File: src/rtl/bicubic_upsample_sched.sv
`default_nettype none
// ============================================================================
// Module   : bicubic_upsample_sched
// Purpose  : Per-channel frame scheduler for the 2x bicubic core. Tags each
//            core beat with output coordinates and buffers beats in a 2-deep skid.
// Optional : BICUBIC_SCHED_PERF_EN adds the perf_stall_cyc/perf_bp_cyc counters.
// Revision : 1.0
// ============================================================================
module bicubic_upsample_sched #(
  parameter int CHANNEL_WIDTH = 8,
  parameter int IMG_W         = 960,
  parameter int IMG_H         = 540,
  parameter int CNT_W         = 11
) (
  input  logic                       clk,
  input  logic                       rst_n,
  input  logic                       start,
  output logic                       busy,
  output logic                       frame_done,
  input  logic                       win_valid,
  output logic                       win_ready,
  output logic                       bf_req_valid,
  input  logic                       bcci_req_ready,
  input  logic                       bcci_rsp_valid,
  output logic                       bf_rsp_ready,
  input  logic [8*CHANNEL_WIDTH-1:0] bcci_rsp_data,
  output logic                       out_valid,
  input  logic                       out_ready,
  output logic [8*CHANNEL_WIDTH-1:0] out_data,
  output logic [CNT_W-1:0]           out_row,
  output logic [CNT_W-1:0]           out_col,
  output logic                       out_beat,
  output logic                       out_last,
`ifdef BICUBIC_SCHED_PERF_EN
  output logic [31:0]                perf_stall_cyc,
  output logic [31:0]                perf_bp_cyc,
`endif
  output logic                       seq_err
);

  localparam int DW = 8 * CHANNEL_WIDTH;
  localparam int EW = DW + 2 * CNT_W + 2;
  localparam logic [CNT_W-1:0] LAST_COL = CNT_W'(IMG_W - 1);
  localparam logic [CNT_W-1:0] LAST_ROW = CNT_W'(IMG_H - 1);

  typedef enum logic [1:0] {
    IDLE  = 2'd0,
    B0    = 2'd1,
    B1    = 2'd2,
    DRAIN = 2'd3
  } state_t;

  state_t           state_q, state_d;
  logic [CNT_W-1:0] row_q, row_d, col_q, col_d;
  logic [EW-1:0]    ent0_q, ent0_d, ent1_q, ent1_d;
  logic [1:0]       cnt_q, cnt_d;
  logic             seq_err_q, seq_err_d;

  logic             in_beat, rsp_hsk, pop, last_win, start_acc;
  logic [EW-1:0]    new_ent;

  always_comb begin
    in_beat      = (state_q == B0) || (state_q == B1);
    bf_rsp_ready = in_beat && (cnt_q != 2'd2);
    rsp_hsk      = bcci_rsp_valid && bf_rsp_ready;
    out_valid    = (cnt_q != 2'd0);
    pop          = out_valid && out_ready;
    last_win     = (row_q == LAST_ROW) && (col_q == LAST_COL);
    start_acc    = (state_q == IDLE) && start;
    bf_req_valid = win_valid && in_beat;
    win_ready    = (state_q == B1) && rsp_hsk;
    busy         = (state_q != IDLE);
    frame_done   = (state_q == DRAIN) && (cnt_q == 2'd0);
    seq_err      = seq_err_q;
    // Coordinates are stored already doubled: they address output pixel pairs.
    new_ent      = {bcci_rsp_data, row_q << 1, col_q << 1,
                    state_q == B1, (state_q == B1) && last_win};
    {out_data, out_row, out_col, out_beat, out_last} = ent0_q;
  end

  always_comb begin
    state_d   = state_q;
    row_d     = row_q;
    col_d     = col_q;
    seq_err_d = seq_err_q;
    case (state_q)
      IDLE: begin
        if (start) begin
          state_d = B0;
          row_d   = '0;
          col_d   = '0;
        end
      end
      B0: begin
        if (rsp_hsk) begin
          state_d = B1;
          if (!bcci_req_ready) seq_err_d = 1'b1;
        end
      end
      B1: begin
        if (rsp_hsk) begin
          if (bcci_req_ready) seq_err_d = 1'b1;
          state_d = last_win ? DRAIN : B0;
          if (col_q == LAST_COL) begin
            col_d = '0;
            row_d = row_q + 1'b1;
          end else begin
            col_d = col_q + 1'b1;
          end
        end
      end
      DRAIN: begin
        if (cnt_q == 2'd0) state_d = IDLE;
      end
      default: state_d = IDLE;
    endcase
  end

  // Entry 0 is always the head; a pop shifts entry 1 forward.
  always_comb begin
    ent0_d = ent0_q;
    ent1_d = ent1_q;
    cnt_d  = cnt_q;
    case ({rsp_hsk, pop})
      2'b10: begin
        if (cnt_q == 2'd0) ent0_d = new_ent;
        else               ent1_d = new_ent;
        cnt_d = cnt_q + 2'd1;
      end
      2'b01: begin
        ent0_d = ent1_q;
        cnt_d  = cnt_q - 2'd1;
      end
      2'b11: ent0_d = new_ent;
      default: ;
    endcase
  end

  always_ff @(posedge clk or negedge rst_n) begin
    if (!rst_n) begin
      state_q   <= IDLE;
      row_q     <= '0;
      col_q     <= '0;
      ent0_q    <= '0;
      ent1_q    <= '0;
      cnt_q     <= '0;
      seq_err_q <= 1'b0;
    end else begin
      state_q   <= state_d;
      row_q     <= row_d;
      col_q     <= col_d;
      ent0_q    <= ent0_d;
      ent1_q    <= ent1_d;
      cnt_q     <= cnt_d;
      seq_err_q <= seq_err_d;
    end
  end

`ifdef BICUBIC_SCHED_PERF_EN
  logic [31:0] stall_q, stall_d, bp_q, bp_d;

  always_comb begin
    stall_d = stall_q;
    bp_d    = bp_q;
    if (start_acc) begin
      stall_d = '0;
      bp_d    = '0;
    end else begin
      if (in_beat && !win_valid && !(&stall_q)) stall_d = stall_q + 32'd1;
      if (out_valid && !out_ready && !(&bp_q))  bp_d    = bp_q + 32'd1;
    end
  end

  always_ff @(posedge clk or negedge rst_n) begin
    if (!rst_n) begin
      stall_q <= '0;
      bp_q    <= '0;
    end else begin
      stall_q <= stall_d;
      bp_q    <= bp_d;
    end
  end

  assign perf_stall_cyc = stall_q;
  assign perf_bp_cyc    = bp_q;
`else
  // Without the perf counters the start-accept term has no consumer.
  logic unused_start_acc;
  assign unused_start_acc = start_acc;
`endif

endmodule
`default_nettype wire

File: config.mk
export PLATFORM = sky130hd
export DESIGN_NAME = bicubic_upsample_sched
export DESIGN_NICKNAME = d
export VERILOG_FILES = /design/src/rtl/bicubic_upsample_sched.sv
export SDC_FILE = /design/constraint.sdc
export NUM_CORES = 1
export LEC_CHECK = 0
export BUFFER_PORTS_ARGS = -buffer_cell sky130_fd_sc_hd__buf_2
export CORE_ASPECT_RATIO = 0.7
export CORE_MARGIN = 4
export CORE_UTILIZATION = 56
export CTS_CLUSTER_SIZE = 28
export DETAILED_ROUTE_END_ITERATION = 12
export GPL_ROUTABILITY_DRIVEN = 0
export HOLD_SLACK_MARGIN = 0.03
export PLACE_DENSITY = 0.8
export SYNTH_ARGS = -nofsm -noshare
export SYNTH_HDL_FRONTEND = slang
export SYNTH_SLANG_ARGS = --single-unit
File: constraint.sdc
create_clock -name clk -period 3.7 [get_ports clk]
set_input_delay 0.555 -clock clk [delete_from_list [all_inputs] [get_ports clk]]
set_output_delay 0.555 -clock clk [all_outputs]
set_load 0.02 [all_outputs]
==> impl_metrics.tcl, run 1 <==
set metrics [dict create \
    outcome "completed" \
    power.density_nw_per_um2 816 \
    rows 38 \
    ant_nets 0 \
    power_mw 8.57 \
    place_inst 1087 \
    maxSlewViolCount 0 \
    p_sw_mw 3.30 \
    cts_max_level 4 \
    setup_tns_ns 0 \
    syn_area_um2 8870 \
    seq_area_frac_synth_pct 56.1 \
    rrSetupSlack_ns 0.70 \
    critPathKind "register to register" \
    post-route-min-period_ns 3.00 \
    drive_gt1_share_pct 33.3 \
    max_freq_mhz 333 \
    start_kind "register" \
    post-route-period-util_pct 81.1 \
    synthCells 763 \
    cp.required_ns 4.02 \
    routed_wl_mm 19.5 \
    grt_overflow_total 0 \
    clkLatencyLatePin_ns 0.42 \
    finClkSkew_ns 0.00973 \
    cts_tree "yes" \
    area_growth_pct 18.3 \
    stdcell_area_um2 10500 \
    wire_per_inst_um 17.4 \
    viasPerCell 5.67 \
    critPathMaxFanout 26 \
    antenna_found_initial 0 \
    synth_cell_types 54 \
    ys.flop_type "dfrtp_1" \
    p_sw_share_pct 38.5 \
    cts_buffers 17 \
    synth_top_cell_by_area "dfrtp_1" \
    clk_pin_slew_ns 0.08 \
    relSlewSlack_pct 39.7 \
    dieHeight_um 113 \
    syn_area_per_cell_um2 11.6 \
    p_clk_share_pct 21.4 \
    postCtsSetupBuffers 0 \
    grt_pass1_wl_mm 32.1 \
    cts-root-buf "clkbuf_16" \
    clockBufferDepth 2 \
    postCtsHoldBufs 0 \
    grt_max_degree 93 \
    yosys_register_bits 199 \
    vias 6350 \
    postPlaceCellArea_um2 9900 \
    die_x_um 158 \
    die_area_um2 18000 \
    end_kind "register" \
    worstPathArrival_ns 3.32 \
    r2r_cells 8 \
    p_comb_share_pct 39.1 \
    regToRegStartpoint "state_q[1]$_DFFE_PN0P_" \
    initialDrtViolationCount 485 \
    max_cap_viol_count 0 \
    hpwl_mm 13.7 \
    holdCritPathClass "primary input to asynchronous set/reset pin" \
    intPower_mw 5.27 \
    io_pins 166 \
    max_slew.worst_pin.slew_ns 0.904 \
    yosysMostFrequentCell "dfrtp_1" \
    yosys.area.top_type_share_pct 56.1 \
    p_seq_share_pct 39.5 \
    cts_resized 0 \
    async_flop_share_pct 100 \
    portBuffers 163 \
    setup_viol 0 \
    reg2reg_to "ent1_q[77]$_DFFE_PN0P_" \
    yosysWarnings 0 \
    grt_pass1_vias 6378 \
    drc 0 \
    cts.sinks 199 \
    ys_top_cells_by_count "dfrtp_1 (199), nand2_1 (106), o21ai_0 (103)" \
    p_leak_nw 5.02 \
    ir_drop_mv 0.832 \
    fin_cells 1120 \
    yosys-top-cells-area "dfrtp_1 (56%), mux2_2 (11%), mux2i_1 (9.6%)" \
    grtUsageTotal_pct 22.2 \
    finalHoldViolCount 0 \
    initial_core_util_pct 57.2 \
    synth_edf_count 0 \
    firstDrtPassIters 5 \
    rsz0062_at_grt "no" \
    core_area_um2 15500 \
    fin_nets 986 \
]
-- state kept, by name, summed over array words and instances, names as in the netlist --
name	cells
state_q	2
cnt_q	2
seq_err	1
ent0_q	86
ent1_q	86
row_q	11
col_q	11
-- layout make-up --
class	instances	area [µm²]
Sequential cell	199	4980
Multi-Input combinational cell	504	3670
Clock inverter	13	150
Inverter	7	26.3
Antenna cell	1	2.50
Fill cell	1144	5000
Clock buffer	19	443
Tap cell	200	250
Timing Repair Buffer	177	980
-- critical path, cell delays in order, from the launching register on --
cell and delay, ns:
dfrtp_1 0.42, inv_1 0.10, ha_1 0.31, nand3_1 0.42, inv_2 0.24, ha_1 0.28
nand2_4 0.30, buf_4 0.41, mux2_2 0.39
-- stage by stage --
step	utilization, %	worst slack, ns	hold slack, ns
floorplan	-	1.02	0.259
global placement	63.9	0.805	0.455
detailed placement	63.9	0.748	0.454
CTS	67.7	0.721	0.149
global route	67.7	0.515	0.162
finish	67.7	0.700	0.120
-- worst max path at each step --
stage                                 from                     end  slack, ns  cells after the start
floorplan           state_q[0]$_DFFE_PN0P_  ent0_q[82]$_DFFE_PN0P_       1.02                     10
global placement    state_q[0]$_DFFE_PN0P_  ent1_q[78]$_DFFE_PN0P_       0.81                      8
detailed placement  state_q[1]$_DFFE_PN0P_  ent1_q[71]$_DFFE_PN0P_       0.75                      8
CTS                 state_q[1]$_DFFE_PN0P_  ent1_q[77]$_DFFE_PN0P_       0.72                      8
global route        state_q[1]$_DFFE_PN0P_  ent1_q[76]$_DFFE_PN0P_       0.52                      8
finish              state_q[1]$_DFFE_PN0P_  ent1_q[77]$_DFFE_PN0P_       0.70                      8
-- power by group through the flow --
stage / logic, mW / clock network (mW) / registers, mW
6_report: 3.35 / 1.83 / 3.39
5_1_grt: 3.69 / 1.95 / 3.48
4_1_cts: 3.39 / 1.85 / 3.39
3_5_place_dp: 3.37 / 0 / 3.42
3_3_place_gp: 3.28 / 0 / 3.37
2_1_floorplan: 1.97 / 0 / 3.75
-- per-layer routing --
| metal | GRT usage (%) | up-vias | routed length, µm |
|---|---|---|---|
| met5 | 0 | - | 0 |
| li1 | - | 2996 | - |
| met4 | 4.89 | 0 | 176 |
| met1 | 32.7 | 3141 | 9410 |
| met3 | 3.98 | 18 | 914 |
| met2 | 34.9 | 195 | 9030 |
-- logic make-up (layout without fill, tap and decap cells) --
| family | Yosys count | in the layout | share of synthesized area [%] |
|---|---|---|---|
| DFF | 199 | 199 | 56.1 |
| and+or+nand+nor | 184 | 184 | 10.1 |
| muxes | 172 | 172 | 20.6 |
| AOI/OAI and AO/OA | 134 | 134 | 8.57 |
| buffers and inverters | 61 | 216 | 2.96 |
| adders and majority gates | 9 | 9 | 1.27 |
| xor gates and xnor gates | 3 | 3 | 0.296 |
| other | 1 | 3 | 0.0423 |
-- placed cells by master, fill, tap and decap left out, types with 2 or more instances in the layout --
master       n
dfrtp_1    199
buf_2      162
nand2_1    105
o21ai_0    103
mux2_2      87
mux2i_1     85
nand3_1     19
clkbuf_16   17
nor2_1      10
buf_4       10
nand4_1      9
ha_1         8
nand2b_1     6
inv_1        6
and2_1       5
o31ai_1      5
a22o_1       5
nand4b_1     4
and3_1       4
buf_12       4
and4_1       3
o211ai_1     3
inv_8        3
inv_6        3
clkinv_8     3
nor4_1       2
o21ai_1      2
or2_2        2
a21o_1       2
nor2b_1      2
or4b_1       2
xnor2_1      2
nor3_1       2
a21oi_1      2
conb_1       2
clkbuf_8     2
clkinv_4     2
No activity file was read; power rests on OpenSTA's default activity.
==> inputs of run 2 (changes only) <==
- clock period: 3.7 -> 3 ns (I/O delays scaled with it)
==> run 2 against run 1 <==
Net effect: critical path depth down 2; global-route usage decreased by 1.1 points; sequential power increased by 23%; sequential cell count is the same; critical path type is now register to output pin; core utilization increased by 0.52 points.
==> impl_metrics.tcl, run 2 (synthesis results as in run 1) <==
set metrics [dict create \
    start_kind "register" \
    hpwl_mm 12.9 \
    final_common_cell "dfrtp_1" \
    grt_pass1_vias 6089 \
    reg_top3 "ent0_q x86, ent1_q x86" \
    final_cell_mix "dfrtp_1 (199), buf_2 (162), nand2_1 (105)" \
    ant_nets 0 \
    fin_nets 988 \
    maxSlewViolCount 0 \
    clkLatencyLatePin_ns 0.42 \
    holdCritPathClass "primary input to asynchronous set/reset pin" \
    antenna_found_initial 0 \
    postPlaceCellArea_um2 9990 \
    cts_tree "yes" \
    finalHoldViolCount 0 \
    setup_slack_ns 0.496 \
    cts_buffers 17 \
    rows 38 \
    wl_met3_mm 1.03 \
    outcome "completed" \
    grt_overflow_total 0 \
    max_freq_mhz 399 \
    critPathMaxFanout 13 \
    post-route-min-period_ns 2.50 \
    rsz0062_at_grt "no" \
    die_area_um2 18000 \
    p_leak_nw 5.05 \
    viasPerCell 5.50 \
    post-route-period-util_pct 83.5 \
    routed_wl_mm 18.3 \
    vias 6162 \
    fill_cells 1144 \
    seq_area_um2 4980 \
    multi_input_area_um2 3670 \
    end_kind "output pin" \
    critPathKind "register to output pin" \
    firstDrtPassIters 5 \
    dpl_worst_slack_ns 0.582 \
    cts.sinks 199 \
    power.density_nw_per_um2 1000 \
    route.met2.wl_mm 8.22 \
    die_x_um 158 \
    drc 0 \
    whs_ns 0.0337 \
    cts_max_level 4 \
    max_cap_viol_count 0 \
    core_area_um2 15500 \
    place_inst 1089 \
    cp.required_ns 2.55 \
    portBuffers 163 \
    setup_tns_ns 0 \
    drive_gt1_share_pct 33.4 \
    grtUsageTotal_pct 21.1 \
    area_growth_pct 19.2 \
    utilization_pct 68.2 \
    initialDrtViolationCount 466 \
    fin_cells 1121 \
    grt_max_degree 69 \
    relSlewSlack_pct 59.5 \
    postCtsSetupBuffers 0 \
    io_pins 166 \
    wl_met1_mm 8.93 \
    grt_pass1_wl_mm 30.7 \
    top_layer "met4" \
    wire_per_inst_um 16.4 \
    max_slew.worst_pin.slew_ns 0.602 \
    ir_drop_mv 0.617 \
    power_mw 10.6 \
    postCtsHoldBufs 0 \
    setup_viol 0 \
    dieHeight_um 113 \
    finClkSkew_ns 0.0120 \
    stdcell_area_um2 10600 \
    clk_pin_slew_ns 0.07 \
    clockBufferDepth 2 \
    n_antenna_cell 0 \
    cts-root-buf "clkbuf_16" \
    worstPathArrival_ns 2.05 \
    initial_core_util_pct 57.2 \
    cts_resized 0 \
]
run 2: path summary, 6_finish.rpt:
check,start,to,slack [ns],depth (start not counted)
setup / recovery,state_q[0]$_DFFE_PN0P_,win_ready,0.50,6
hold / removal,rst_n,ent0_q[25]$_DFFE_PN0P_,0.03,1
setup reg to reg,state_q[0]$_DFFE_PN0P_,ent1_q[74]$_DFFE_PN0P_,0.56,8
hold reg to reg,ent0_q[72]$_DFFE_PN0P_,ent0_q[72]$_DFFE_PN0P_,0.47,2
max in group asynchronous,rst_n,ent0_q[82]$_DFFE_PN0P_,2.23,2
min in group clk,bcci_rsp_data[62],ent1_q[86]$_DFFE_PN0P_,0.27,2
run 2: report_power, final:
part | leakage [nW] | total [mW] | internal (mW) | switching [mW]
registers | 2.54 | 4.16 | 3.64 | 0.519
clock network | 0.276 | 2.25 | 1.19 | 1.06
logic | 2.24 | 4.19 | 1.79 | 2.39
run 2: critical path, stage by stage, from the launching register on:
cell and delay [ns]:
dfrtp_1 0.40, inv_1 0.11, ha_1 0.32, nand3_1 0.18, inv_2 0.28, and2_1 0.18
buf_2 0.16
run 2: area by class of cell:
type	instances	share of cell area, %
multi-input cells	504	34.7
repair buffers	179	10.1
inverters	7	0.248
flip-flops and latches	199	47.1
well taps	200	2.37
clock inverters	14	1.48
clock buffers	18	4.06
run 2: layer usage:
layer / vias up / global-route usage, %
met1: 2999 / 32.2
met3: 14 / 4.24
met4: 0 / 5.11
met2: 159 / 31.4
li1: 2990 / -
met5: - / 0
==> inputs of run 3 (changes only) <==
- CORE_UTILIZATION: 56 -> 50
- PLACE_DENSITY: 0.8 -> 0.76
- clock period: 3 -> 2.3 ns (I/O delays scaled with it)
==> run 3 against run 2 <==
Net effect: design area up 2.7%; sequential power increased by 30%; worst hold slack improved by 0.13 ns; critical path depth grew 3; sequential cell count unchanged; cell count increased by 4.9%; first-iteration DRC count is 3.6% higher; clock-buffer cell count decreased by 1; combinational power rose by 38%; routed wire length grew 6.7%; largest cell class unchanged.
==> impl_metrics.tcl, run 3 (synthesis results as in run 1) <==
set metrics [dict create \
    clk_pin_slew_ns 0.08 \
    worstPathArrival_ns 2.48 \
    start_kind "register" \
    grt_max_degree 65 \
    setup_tns_ns 0 \
    grt_pass1_wl_mm 32.1 \
    max_freq_mhz 461 \
    ant_nets 0 \
    holdCritPathClass "primary input to register" \
    maxSlewViolCount 0 \
    cp.required_ns 2.61 \
    final_common_cell "dfrtp_1" \
    viasPerCell 5.47 \
    clockBufferDepth 2 \
    n_antenna_cell 0 \
    cts.sinks 199 \
    drc 0 \
    finClkSkew_ns 0.00985 \
    hpwl_mm 13.5 \
    rows 40 \
    critPathKind "register to register" \
    clkLatencyLatePin_ns 0.43 \
    firstDrtPassIters 5 \
    power.density_nw_per_um2 1300 \
    grt_overflow_total 0 \
    dieHeight_um 119 \
    fin_cells 1176 \
    final_cell_mix "dfrtp_1 (199), buf_2 (162), nand2_1 (105)" \
    place_inst 1140 \
    die_area_um2 20000 \
    vias 6434 \
    portBuffers 163 \
    end_kind "register" \
    fin_nets 1012 \
    io_pins 166 \
    die_x_um 167 \
    drive_gt1_share_pct 35.3 \
    cts_max_level 4 \
    grt_pass1_vias 6172 \
    whs_ns 0.161 \
    critPathMaxFanout 48 \
    initialDrtViolationCount 483 \
    reg_top3 "ent0_q x86, ent1_q x86" \
    ir_drop_mv 0.645 \
    cts_buffers 17 \
    rsz0062_at_grt "no" \
    finalHoldViolCount 0 \
    relSlewSlack_pct 65.6 \
    grtUsageTotal_pct 19.8 \
    fill_cells 1344 \
    initial_core_util_pct 51.4 \
    post-route-period-util_pct 94.3 \
    area_growth_pct 22.4 \
    max_slew.worst_pin.slew_ns 0.517 \
    setup_viol 0 \
    max_cap_viol_count 0 \
    utilization_pct 62.9 \
    startpoint "state_q[0]$_DFFE_PN0P_" \
    antenna_found_initial 0 \
    regToRegStartpoint "state_q[0]$_DFFE_PN0P_" \
    post-route-min-period_ns 2.17 \
    p_leak_nw 5.20 \
    routed_wl_mm 19.6 \
    outcome "completed" \
    cts-root-buf "clkbuf_16" \
    wire_per_inst_um 16.6 \
    core_area_um2 17300 \
    holdCritStartpoint "bcci_rsp_data[16]" \
    cts_tree "yes" \
]
run 3: cell types whose count changed in the layout (fill, tap and decap cells not counted), moves of 2 or more:
cell	delta
buf_12	+2
buf_4	+20
clkinv_4	+3
clkinvlp_4	-2
inv_8	-3
nand3_4	+2
run 3: worst paths after layout:
kind                            slack [ns]                      to  cells past startpoint
worst min register to register        0.45     seq_err$_DFFE_PN0P_                      1
worst max register to register        0.13  ent1_q[72]$_DFFE_PN0P_                      9
worst min-delay path                  0.16  ent1_q[40]$_DFFE_PN0P_                      2
worst max-delay path                  0.13  ent1_q[72]$_DFFE_PN0P_                      9
max in group asynchronous             1.21  ent1_q[59]$_DFFE_PN0P_                      3
min in group asynchronous             0.43  ent0_q[81]$_DFFE_PN0P_                      2
run 3: power breakdown:
part	leakage [nW]	internal [mW]	switching, mW
Sequential	2.54	4.75	0.657
Combinational	2.37	2.52	3.27
Clock	0.284	1.54	1.42
Total	5.20	8.81	5.34
run 3: what timing repair did:
item | CTS | global route
buffers inserted | 2 | 1
setup endpoints to repair | 1 | 3
resized for setup | 1 | 4
hold buffers | 1 | 0
hold endpoints to repair | 44 | 0
run 3: per-stage QoR:
stage,cell area [µm²],setup slack (ns),power [mW]
2_1_floorplan,8900,-0.0118,9.24
3_3_place_gp,10200,0.174,11.0
3_5_place_dp,10200,0.0985,11.2
4_1_cts,10800,0.0293,14.2
5_1_grt,10900,0.00743,15.1
6_report,10900,0.132,14.2
run 3: area by class of cell:
| type | instances | area, µm² | share of cell area (%) |
|---|---|---|---|
| flip-flops and latches | 199 | 4980 | 45.8 |
| repair buffers | 203 | 1280 | 11.8 |
| well taps | 231 | 289 | 2.66 |
| inverters | 7 | 26.3 | 0.242 |
| multi-input cells | 504 | 3700 | 34.0 |
| clock buffers | 17 | 425 | 3.92 |
| clock inverters | 15 | 164 | 1.51 |
run 3: critical path: stages, from the launching register on:
cell     delay, ns
dfrtp_1       0.39
inv_1         0.18
ha_4          0.25
nand3_4       0.08
inv_2         0.05
buf_4         0.14
ha_1          0.21
nand2_4       0.09
buf_12        0.27
mux2_2        0.38
run 3: per-layer routing:
layer  vias to the layer above  GRT usage (%)  routed length [µm]
met2                       213           29.0                8690
li1                       3032              -                   -
met3                        21           5.01                1340
met5                         -              0                   0
met1                      3168           29.9                9350
met4                         0           4.66                 191
